<file path="src/rtl/fp_cmp_pkg.sv">
// Shared types and opcode constants for the single-precision compare path.
// Used by the compare arbiter and its sub-blocks.
package fp_cmp_pkg;

  localparam logic [2:0] CMP_LE = 3'b000;
  localparam logic [2:0] CMP_LT = 3'b001;
  localparam logic [2:0] CMP_EQ = 3'b010;

  typedef enum logic [1:0] {
    IDLE = 2'd0,
    EXEC = 2'd1,
    RESP = 2'd2
  } state_e;

  typedef struct packed {
    logic [31:0] a;
    logic [31:0] b;
    logic [2:0]  func3;
  } cmp_op_t;

  function automatic logic func3_legal(input logic [2:0] f);
    return (f == CMP_LE) || (f == CMP_LT) || (f == CMP_EQ);
  endfunction

endpackage

</file>
<file path="src/rtl/rr_arbiter.sv">
// Combinational round-robin arbiter: first request at or above ptr, with wrap.
// Shared by the FPU resource arbiters.
module rr_arbiter #(
  parameter int N = 4,
  parameter int W = $clog2(N)
) (
  input  logic [N-1:0] req,
  input  logic [W-1:0] ptr,
  output logic [N-1:0] grant
);

  logic [W-1:0] idx;
  logic         found;

  always_comb begin
    grant = '0;
    found = 1'b0;
    idx   = '0;
    for (int k = 0; k < N; k++) begin
      idx = W'((int'(ptr) + k) % N);
      if (!found && req[idx]) begin
        grant[idx] = 1'b1;
        found      = 1'b1;
      end
    end
  end

endmodule

</file>
<file path="src/rtl/sp_compare.sv">
// Single-precision FEQ/FLT/FLE with IEEE invalid flag.
// Results are only driven while start is high; done mirrors start.
module SP_Compare
  import fp_cmp_pkg::*;
(
  input  logic        start,
  input  logic [31:0] a,
  input  logic [31:0] b,
  input  logic [2:0]  func3,
  output logic        flag_cmp,
  output logic        flag_invalid,
  output logic        done
);

  logic nan_a, nan_b, snan_a, snan_b, any_nan;
  logic both_zero, eq, lt;
  logic raw_cmp, raw_inv;

  assign nan_a   = (&a[30:23]) && (|a[22:0]);
  assign nan_b   = (&b[30:23]) && (|b[22:0]);
  assign snan_a  = nan_a && !a[22];
  assign snan_b  = nan_b && !b[22];
  assign any_nan = nan_a || nan_b;

  assign both_zero = (a[30:0] == 31'd0) && (b[30:0] == 31'd0);
  assign eq        = both_zero || (a == b);

  // Sign-magnitude ordering; negative magnitudes order in reverse.
  always_comb begin
    lt = 1'b0;
    if (both_zero)
      lt = 1'b0;
    else if (a[31] != b[31])
      lt = a[31];
    else if (a[31])
      lt = a[30:0] > b[30:0];
    else
      lt = a[30:0] < b[30:0];
  end

  always_comb begin
    raw_cmp = 1'b0;
    raw_inv = 1'b0;
    unique case (func3)
      CMP_EQ: begin
        raw_cmp = !any_nan && eq;
        raw_inv = snan_a || snan_b;
      end
      CMP_LT: begin
        raw_cmp = !any_nan && lt;
        raw_inv = any_nan;
      end
      CMP_LE: begin
        raw_cmp = !any_nan && (lt || eq);
        raw_inv = any_nan;
      end
      default: begin
        raw_cmp = 1'b0;
        raw_inv = 1'b0;
      end
    endcase
  end

  assign flag_cmp     = start && raw_cmp;
  assign flag_invalid = start && raw_inv;
  assign done         = start;

endmodule

</file>
<file path="src/rtl/sp_cmp_arbiter.sv">
// Round-robin sequencer sharing one SP_Compare between NUM_REQ requesters,
// with a held response and a sticky NV accrued-exception bit.
module sp_cmp_arbiter
  import fp_cmp_pkg::*;
#(
  parameter int NUM_REQ = 4,
  parameter int ID_W    = $clog2(NUM_REQ)
) (
  input  logic                 clk,
  input  logic                 rst_n,
  input  logic [NUM_REQ-1:0]   req_valid,
  output logic [NUM_REQ-1:0]   req_ready,
  input  logic [NUM_REQ*32-1:0] req_a,
  input  logic [NUM_REQ*32-1:0] req_b,
  input  logic [NUM_REQ*3-1:0] req_func3,
  output logic                 resp_valid,
  output logic [ID_W-1:0]      resp_id,
  output logic                 resp_cmp,
  output logic                 resp_invalid,
  output logic                 resp_illegal,
  input  logic                 resp_ready,
  output logic                 nv_sticky,
  input  logic                 nv_clear,
  output logic                 busy
);

  state_e          state;
  logic [ID_W-1:0] rr_ptr;
  logic [ID_W-1:0] op_id;
  logic [ID_W-1:0] win_id;
  logic [ID_W-1:0] ptr_nxt;
  logic [NUM_REQ-1:0] grant;
  cmp_op_t         op;
  cmp_op_t         win_op;
  logic            accept;
  logic            legal;
  logic            cmp_start;
  logic            flag_cmp;
  logic            flag_invalid;
  logic            cmp_done;

  rr_arbiter #(
    .N (NUM_REQ),
    .W (ID_W)
  ) u_rr (
    .req   (req_valid),
    .ptr   (rr_ptr),
    .grant (grant)
  );

  always_comb begin
    win_id = '0;
    win_op = '0;
    for (int i = 0; i < NUM_REQ; i++) begin
      if (grant[i]) begin
        win_id       = ID_W'(i);
        win_op.a     = req_a[i*32 +: 32];
        win_op.b     = req_b[i*32 +: 32];
        win_op.func3 = req_func3[i*3 +: 3];
      end
    end
  end

  // Grant is suppressed while reset is held so nothing looks accepted.
  assign req_ready = (rst_n && state == IDLE) ? grant : '0;
  assign accept    = |req_ready;
  assign ptr_nxt   = (win_id == ID_W'(NUM_REQ - 1)) ? '0 : win_id + 1'b1;
  assign legal     = func3_legal(op.func3);
  assign cmp_start = (state == EXEC) && legal;
  assign busy      = (state != IDLE);

  SP_Compare u_cmp (
    .start        (cmp_start),
    .a            (op.a),
    .b            (op.b),
    .func3        (op.func3),
    .flag_cmp     (flag_cmp),
    .flag_invalid (flag_invalid),
    .done         (cmp_done)
  );

  always_ff @(posedge clk or negedge rst_n) begin
    if (!rst_n) begin
      state  <= IDLE;
      rr_ptr <= '0;
      op     <= '0;
      op_id  <= '0;
    end else begin
      unique case (1'b1)
        (state == IDLE): begin
          if (accept) begin
            state  <= EXEC;
            op     <= win_op;
            op_id  <= win_id;
            rr_ptr <= ptr_nxt;
          end
        end
        (state == EXEC): state <= RESP;
        (state == RESP): begin
          if (resp_ready)
            state <= IDLE;
        end
        default: state <= IDLE;
      endcase
    end
  end

  always_ff @(posedge clk or negedge rst_n) begin
    if (!rst_n) begin
      resp_valid   <= 1'b0;
      resp_id      <= '0;
      resp_cmp     <= 1'b0;
      resp_invalid <= 1'b0;
      resp_illegal <= 1'b0;
    end else if (state == EXEC) begin
      resp_valid   <= 1'b1;
      resp_id      <= op_id;
      resp_cmp     <= flag_cmp;
      resp_invalid <= flag_invalid;
      resp_illegal <= !legal;
    end else if (state == RESP && resp_ready) begin
      resp_valid   <= 1'b0;
    end
  end

  // A set in the same cycle as a clear must win.
  always_ff @(posedge clk or negedge rst_n) begin
    if (!rst_n)
      nv_sticky <= 1'b0;
    else if (state == EXEC && flag_invalid)
      nv_sticky <= 1'b1;
    else if (nv_clear)
      nv_sticky <= 1'b0;
  end

  a_done: assert property (@(posedge clk) disable iff (!rst_n)
    cmp_done == cmp_start);

  a_no_illegal_start: assert property (@(posedge clk) disable iff (!rst_n)
    (state == EXEC && !legal) |-> !cmp_start);

endmodule

</file>
<file path="config.mk">
export PLATFORM = sky130hd
export DESIGN_NAME = sp_cmp_arbiter
export DESIGN_NICKNAME = d
export VERILOG_FILES = /design/src/rtl/fp_cmp_pkg.sv /design/src/rtl/rr_arbiter.sv /design/src/rtl/sp_compare.sv /design/src/rtl/sp_cmp_arbiter.sv
export SDC_FILE = /design/constraint.sdc
export NUM_CORES = 1
export LEC_CHECK = 0
export CORE_MARGIN = 1.5
export CORE_UTILIZATION = 40
export DETAILED_ROUTE_END_ITERATION = 8
export PLACE_DENSITY = 0.86
export SYNTH_ARGS = -nofsm -noshare
export SYNTH_HDL_FRONTEND = slang
export SYNTH_HIERARCHICAL = 1
export SYNTH_SLANG_ARGS = --single-unit
</file>
<file path="constraint.sdc">
create_clock -name clk -period 4.6 [get_ports clk]
set_input_delay 0.92 -clock clk [delete_from_list [all_inputs] [get_ports clk]]
set_output_delay 0.92 -clock clk [all_outputs]
set_load 0.05 [all_outputs]
</file>
==> run_results.csv <==
group,metric,value,unit
sta,setup_violations_final,0,
layout,final_common_cell,"sky130_fd_sc_hd__clkdlybuf4s50_1",
cts,worstSkewPairLatency,340,ps
sta,worst_slew_pin_slew,942,ps
sta,hold_viol,0,
logic_synthesis,number_of_warnings_printed_during_yosys_synthesis,6,
layout,layout_common_cells,"sky130_fd_sc_hd__clkdlybuf4s50_1, sky130_fd_sc_hd__a21oi_1, sky130_fd_sc_hd__inv_1, sky130_fd_sc_hd__nand2_1, sky130_fd_sc_hd__dfrtp_1",
sta,finalSetupTns,0,ps
cts,numCtsBuffers,9,
power,seq_power_share,20.0,%
power,total_switching_power,3.72,mW
critical_path,cp-start-kind,"input port",
sta,unrepaired_setup_endpoints_after_global_routing,"no",
sta,finClkSkew,9.05,ps
layout,final_design_area_no_fill,10200,sq um
run_status,status,"completed",
critical_path,worst_setup_path_end,"req_ready[2]",
critical_path,critPathBufInv,2,
logic_synthesis,syn_area_per_cell,7.96,sq um
detailed_routing,number_of_nets_with_antenna_violations_after_routing,0,
critical_path,slowest_delay,620,ps
cts,clkSlewWorstSetupHoldPaths,60,ps
power,p_sw_share,49.6,%
critical_path,crit_path_end_kind,"primary output",
placement,io_buffer_count,287,
placement,place.gp.congestion,0.879,
power,power.internal,3.78,mW
detailed_routing,routed_wl_per_cell,17.8,microns
global_route,gr_overflow_total,0,
floorplanning,core_region_area,16600,sq um
critical_path,cp_data_arrival_time,3240,ps
sta,final.min_clock_period,4160,ps
cts,cts_repair_resize_count,0,
critical_path,timing.rr.start,"rr_ptr[0]$_DFFE_PN0P_",
cts,clk_root_buffer_cell,"sky130_fd_sc_hd__clkbuf_16",
global_route,antenna_violations_before_repair,0,
global_route,grt_first_pass_wirelength,36900,microns
cts,ctsLongestPathBuffers,2,
cts,tritoncts,"built",
critical_path,crit_cells,7,
layout,drive_gt1_share,6.36,%
placement,post_dp_hpwl,17700,microns
power,power.density,736,nW/um^2
global_route,pin_count_of_the_biggest_net_entering_global_routing,77,
global_route,global_route.usage.total,25.7,%
critical_path,crit_start,"req_valid[3]",
cts,hold_buffers,0,
power,clock_power_share,10.2,%
detailed_routing,first_iter_violations,601,
sta,timing.slew.headroom,37.2,%
floorplanning,floorplan.die_area,17900,sq um
critical_path,critical-path-slowest-cell,"sky130_fd_sc_hd__mux4_2",
layout,final_nets,1409,
critical_path,critical_path.top_delay_family,"multiplexers",
logic_synthesis,synthCells,861,
critical_path,required,3680,ps
critical_path,ff2ff_path_depth,11,
hold_path,hold_path.class,"in2async",
layout,final.fill_count,1464,
critical_path,crit_chain,"clkdlybuf4s50_1 > mux4_2 > nor2_1 > nand2_1 > o211ai_1 > and2_1 > buf_12",
power,vdd_drop_max,1010,uV
floorplanning,rows,47,
detailed_routing,drc,0,
detailed_routing,via_count,7490,
layout,area_taken_by_multi_input_logic_gates,4090,sq um
critical_path,worst-path-max-fanout,10,
cts,cts_sink_cnt,80,
critical_path,worst_r2r_endpoint,"op[37]$_DFFE_PN0P_",
sta,max_clock_freq,240,MHz
detailed_routing,detailedRoute.firstPassIterationCount,4,
cts,post-cts-setup-buffer-count,0,
power,comb_power_share,69.8,%
layout,n_antenna_cell,0,
floorplanning,ios,288,
cts,cts_max_level,3,
layout,final_core_utilization,61.2,%
detailed_routing,detail_route.vias_per_cell,5.67,
sta,crit_share_post_route,90.5,%
sta,finalMaxSlewViolations,0,
detailed_routing,finalWirelength,23600,microns
floorplanning,die_w,134,microns
floorplanning,die_h,134,microns
floorplanning,start_util,41.2,%
flow_run,max_cap_violations,0,
global_route,grt_pass1_vias,7346,
logic_synthesis,synth_area,6850,sq um
critical_path,timing_worst_setup_path_type,"in2out",
placement,detailed_place.area,9860,sq um
power,power_leakage,4.18,nW
layout,area_delta_synth_final,48.7,%
critical_path,r2r_setup_slack,980,ps
logic_synthesis,syn-num-nets,1174,
layout,ff_latch_area,2000,sq um
==> how the worst min path moves through the flow <==
stage,end,slack (ps)
after floorplan,op_id[0]$_DFFE_PN0P_,460
after global placement,resp_invalid$_DFFE_PN0N_,460
after detailed placement,resp_invalid$_DFFE_PN0N_,470
after CTS,op[45]$_DFFE_PN0P_,390
after global routing,op[45]$_DFFE_PN0P_,390
final,op[45]$_DFFE_PN0P_,400
==> power groups by stage <==
stage,Clock (mW),Sequential [mW],Combinational (mW)
3_5_place_dp,0,1.50,5.20
6_report,0.767,1.50,5.23
4_1_cts,0.780,1.50,5.22
2_1_floorplan,0,1.39,3.89
3_3_place_gp,0,1.50,5.09
5_1_grt,0.815,1.54,5.78
==> area by class of cell <==
class	count	area share (%)
tap	220	2.70
timing repair buffer	303	30.2
sequential	80	19.7
clock buffer	10	2.35
inverter	112	4.13
clock inverter	6	0.811
multi-input combinational	590	40.1
==> worst register-to-register path: stages, from the launching register on <==
cell and delay [ps]:
sky130_fd_sc_hd__dfrtp_1 560, sky130_fd_sc_hd__inv_1 150, sky130_fd_sc_hd__ha_1 340, sky130_fd_sc_hd__mux4_2 390
sky130_fd_sc_hd__nor2_1 120, sky130_fd_sc_hd__nand2_1 110, sky130_fd_sc_hd__o211ai_1 520, sky130_fd_sc_hd__or4_4 250
sky130_fd_sc_hd__nand2_4 60, sky130_fd_sc_hd__inv_2 590, sky130_fd_sc_hd__buf_12 270, sky130_fd_sc_hd__a31oi_1 130
==> through the flow <==
stage               hold slack [ps]  std cells  power, mW  worst slack (ps)
finish                          398       1321       7.49               437
global route                    395       1321       8.14               326
CTS                             390       1321       7.50               451
detailed placement              473       1305       6.70               426
global placement                459       1305       6.59               484
floorplan                       459        861       5.28               494
==> registers in the layout (all words and copies together), names as in the netlist <==
register      count
resp_valid        1
state             2
resp_illegal      1
nv_sticky         1
resp_id           2
resp_cmp          1
op_id             2
rr_ptr            2
resp_invalid      1
op               67
==> layer usage <==
layer  share of wire (%)  vias up  global-route usage (%)
met4                 2.6        0                    8.64
li1                    -     3635                       -
met3                 4.8       47                    4.72
met2                  51      241                    46.1
met5                   0        -                       0
met1                  41     3567                    31.0
(Power assumes the default switching activity.)
==> RTL change 1 (config.mk and constraints unchanged) <==
Reset style: synchronous (`rst_n`), changed in 3 clocked blocks.
--- a/src/rtl/sp_cmp_arbiter.sv
+++ b/src/rtl/sp_cmp_arbiter.sv
@@ -79,7 +79,7 @@
     .done         (cmp_done)
   );
 
-  always_ff @(posedge clk or negedge rst_n) begin
+  always_ff @(posedge clk) begin
     if (!rst_n) begin
       state  <= IDLE;
       rr_ptr <= '0;
@@ -105,7 +105,7 @@
     end
   end
 
-  always_ff @(posedge clk or negedge rst_n) begin
+  always_ff @(posedge clk) begin
     if (!rst_n) begin
       resp_valid   <= 1'b0;
       resp_id      <= '0;
@@ -124,7 +124,7 @@
   end
 
   // A set in the same cycle as a clear must win.
-  always_ff @(posedge clk or negedge rst_n) begin
+  always_ff @(posedge clk) begin
     if (!rst_n)
       nv_sticky <= 1'b0;
     else if (state == EXEC && flag_invalid)
Formal check against the unedited RTL: differs if rst_n is asserted again (counterexample within 4 cycles, from zero or initial values and one cycle with rst_n low); with rst_n held inactive, the same outputs for 4 cycles.
==> RTL change 1 against the original RTL <==
Clock power is 5.7% higher; design area decreased by 5.3%; sequential power down 12%; routed wire length down 3.1%; utilization rose by 1.5 points; cell count is 5.2% lower; clock skew increased by 2.1 ps; via count shrank 2.8%; sequential cell count stayed put; setup slack worse by 31 ps; critical path depth up 1; synthesized area decreased by 7.3%; first-iteration DRC count shrank 34%; total power is 7.5% lower; critical endpoint is now req_ready[3]; largest cell class unchanged; largest power group unchanged; highest routed layer unchanged.
==> RTL change 1: results (changes against the original RTL) <==
Outcome:
- The run finished with clean final reports.

Routing:
- The detailed-route vias per instance is 5.81 (+2.5%).
- The iteration-0 DRC count of the detailed router is 394 (-34%).
- The total vias in the final route is 7278 (-2.8%).
- The detailed-router iteration count before antenna repair is 5 (+1).
- The total wire length came to 22.8 mm (-3.1%).

Placed design:
- The sum of net half-perimeters after detailed placement is 17.1 mm (-3.3%).
- The worst-case setup slack after placement is 390 ps (-36.4 ps).
- The number of cells after detailed placement was 1236 (-5.3%).
- The weighted congestion reported at the end of routability-driven placement was 0.920 (+4.7%).

GRT:
- The via count of the first global-routing pass is 6729 (-8.4%).
- The wire length of the first global-routing pass came to 35.2 mm (-4.6%).
- The largest net degree at the start of global routing is 79 (+2.6%).
- The overall global routing resource usage came to 26.8% (+1.1 points).

Setup path:
- The worst-path maximum fanout came to 10 (unchanged).
- The reg-to-reg setup timing slack is 890 ps (-90 ps).
- The endpoint identified for the worst register-to-register timing path is op_id[0].
- The worst register-to-register path begins at rr_ptr[0].
- The data arrival time of the critical path was 3270 ps (+30 ps).
- The worst reg2reg path depth came to 10 (-1).

Power and ir drop:
- The power dissipated by switching net loads was 0.00340 W (-8.4%).
- The worst vdd rail ir drop is 863 uV (-15%).
- The standby leakage power is 3.31 nW (-21%).

Synth:
- The mean cell area of the mapped netlist is 7.95 um2 (about the same).
- The net count after synthesis was 1112 (-5.3%).

Layout:
- The share of layout cells above drive strength 1 is 7.78% (+1.4 points).
- The final layout net count is 1349 (-4.3%).
- The filler cell count is 1352 (-7.7%).

CTS:
- The insertion delay to the later sink of the worst-skew pair is 340 ps (about the same).
- The H-tree depth came to 3 (unchanged).

STA:
- The clock tree skew after final layout is 11.2 ps (+2.11 ps).
- The max-slew headroom at the worst pin is 40.5% (+3.3 points).

Min path:
- The type of the worst min-delay path is reg -> reg.
==> RTL change 1: power by group through the flow <==
stage	Sequential, W	Clock, W	Combinational [W]
CTS	0.00132	0.000825	0.00481
finish	0.00132	0.000811	0.00480
global route	0.00136	0.000862	0.00531
global placement	0.00132	0	0.00467
detailed placement	0.00133	0	0.00479
floorplan	0.00122	0	0.00367
==> RTL change 1: final cells by class <==
class / count / area (um2) / share of cell area [%]
clock buffers: 12 / 267 / 2.76
flip-flops and latches: 80 / 1600 / 16.6
well taps: 211 / 264 / 2.74
inverters: 44 / 165 / 1.71
multi-input cells: 599 / 4250 / 44.0
clock inverters: 4 / 75.1 / 0.779
repair buffers: 302 / 3030 / 31.4
==> RTL change 1: through the flow <==
step                      cell area [um2]  hold WS [ps]  util (%)  power, W
after detailed placement             9300           448      60.5   0.00612
after global placement               9300           436      60.5   0.00599
after global routing                 9640           482      62.7   0.00753
after floorplan                      6360           428         -   0.00490
final                                9640           456      62.7   0.00694
after CTS                            9640           457      62.7   0.00695
==> RTL change 1: worst max-delay path, delay by kind of cell <==
family / cells / cell delay [ps]
AOI/OAI and AO/OA: 1 / 200
buffers and inverters: 3 / 700
muxes: 1 / 620
and+or+nand+nor: 3 / 830
==> RTL change 1: routing by layer <==
layer / GRT usage (%) / share of wire (%)
met1: 35.2 / 44
met2: 45.5 / 48
met3: 4.66 / 6.9
met4: 6.68 / 1.2
met5: 0 / 0
==> RTL change 1: worst max path at each step <==
stage                       from            to  slack [ps]  cells after the start
global route        req_valid[3]  req_ready[1]         250                      8
finish              req_valid[3]  req_ready[3]         410                      8
global placement    req_valid[3]  req_ready[3]         520                      8
detailed placement  req_valid[3]      op_id[0]         390                      9
CTS                 req_valid[3]  req_ready[3]         400                      8
floorplan           req_valid[3]  req_ready[3]         110                      9
==> RTL change 2 (config.mk and constraints unchanged) <==
Without the edit above. The parameter `NUM_REQ` goes from 4 to 2.
--- a/src/rtl/sp_cmp_arbiter.sv
+++ b/src/rtl/sp_cmp_arbiter.sv
@@ -3,7 +3,7 @@
 module sp_cmp_arbiter
   import fp_cmp_pkg::*;
 #(
-  parameter int NUM_REQ = 4,
+  parameter int NUM_REQ = 2,
   parameter int ID_W    = $clog2(NUM_REQ)
 ) (
   input  logic                 clk,
Ports: changed (6 resized); port bits go from 288 to 149. No check against the original RTL was run, so the function may have changed too.
==> RTL change 2 against the original RTL <==
Cell count shrank 46%; sequential power shrank 11%; worst hold slack better by 22 ps; design area decreased by 37%; sequential cell count fell by 3; clock skew fell by 0.91 ps; routed wire length shrank 46%; total power down 52%; setup slack improved by 140 ps; synthesized area decreased by 34%; sequential share of layout area increased by 10 points.
==> RTL change 2: results (changes against the original RTL) <==
Setup path:
- The largest individual stage delay along the critical path comes from the cell clkdlybuf4s50_1.
- The worst-path maximum fanout is 4 (-6).
- The data arrival time of the critical path was 3110 ps (-130 ps).
- The delay of the slowest critical-path stage is 800 ps (+180 ps).

GRT:
- The met3 track demand over resource in global routing is 4.45% (-0.28 points).
- The via count of the first global-routing pass is 4102 (-44%).
- The global-route met2 utilization is 38.8% (-7.2 points).
- The met1 usage in global routing came to 25.7% (-5.3 points).
- The overall global routing resource usage came to 21.8% (-3.9 points).
- The largest net degree at the start of global routing is 51 (-34%).
- The wire length of the first global-routing pass is 19.9 mm (-46%).

Routing:
- The detailed-router iteration count before antenna repair is 5 (+1).
- The iteration-0 DRC count of the detailed router is 165 (-73%).

STA:
- The clock tree skew after final layout was 8.14 ps (-0.908 ps).
- The transition time of the tightest slew-check pin is 1030 ps (+90.1 ps).

Placed design:
- The count of buffers from port buffering is 148 (-48%).
- The weighted congestion reported at the end of routability-driven placement is 0.859 (-2.3%).
- The placed standard-cell area came to 6120 um2 (-38%).
- The worst-case setup slack after placement is 553 ps (+127 ps).
- The sum of net half-perimeters after detailed placement is 9.46 mm (-46%).

Power and ir drop:
- The worst vdd rail ir drop is 225 uV (-78%).
- The standby leakage power is 2.79 nW (-33%).

Floorplan:
- The effective utilization at floorplan is 41.3% (+0.18 points).

Layout:
- The final layout net count is 743 (-47%).

Outcome:
- The flow ran to the end, and the final reports show no timing, DRC or antenna violations.

Synth:
- The net count after synthesis was 598 (-49%).
[RTL change 2: final timing paths]
check                        startpoint      endpoint  slack [ps]  depth (start not counted)
hold / removal                    rst_n  resp_invalid         420                          1
setup / recovery           req_valid[0]  req_ready[0]         570                          5
hold reg to reg            resp_invalid  resp_invalid         480                          2
max in group asynchronous         rst_n        op[16]        3400                          2
setup reg to reg                 rr_ptr        op[49]        2100                          4
min in group clk           resp_invalid  resp_invalid         480                          2
[RTL change 2: stage by stage]
step | total power [W] | hold slack (ps) | std cells
2_1_floorplan | 0.00232 | 439 | 427
3_3_place_gp | 0.00276 | 463 | 701
3_5_place_dp | 0.00286 | 474 | 701
4_1_cts | 0.00356 | 417 | 717
5_1_grt | 0.00381 | 423 | 717
6_report | 0.00356 | 420 | 717
[RTL change 2: metal layers]
metal | up-vias | routed length (um)
met5 | - | 0
met3 | 20 | 890
met1 | 1885 | 5300
met2 | 165 | 6320
met4 | 0 | 202
li1 | 1902 | -
[RTL change 2: where the power goes]
| part | leakage (nW) | total (W) | internal (W) | switching [W] |
|---|---|---|---|---|
| Sequential | 0.965 | 0.00133 | 0.000987 | 0.000345 |
| Combinational | 1.70 | 0.00156 | 0.000795 | 0.000764 |
| Clock | 0.130 | 0.000673 | 0.000372 | 0.000301 |
[RTL change 2: cell type report]
type | count | area, um2
Fill cell | 913 | 4530
Timing Repair Buffer | 155 | 1530
Inverter | 41 | 154
Clock buffer | 9 | 225
Tap cell | 140 | 175
Multi-Input combinational cell | 288 | 2340
Sequential cell | 77 | 1930
Clock inverter | 7 | 56.3
[RTL change 2: worst register-to-register path, delay by kind of cell, from the launching register on]
family / cells / cell delay (ps)
flip-flops: 1 / 370
AO/OA/AOI/OAI: 2 / 1110
multiplexers: 1 / 400
buffers and inverters: 1 / 500
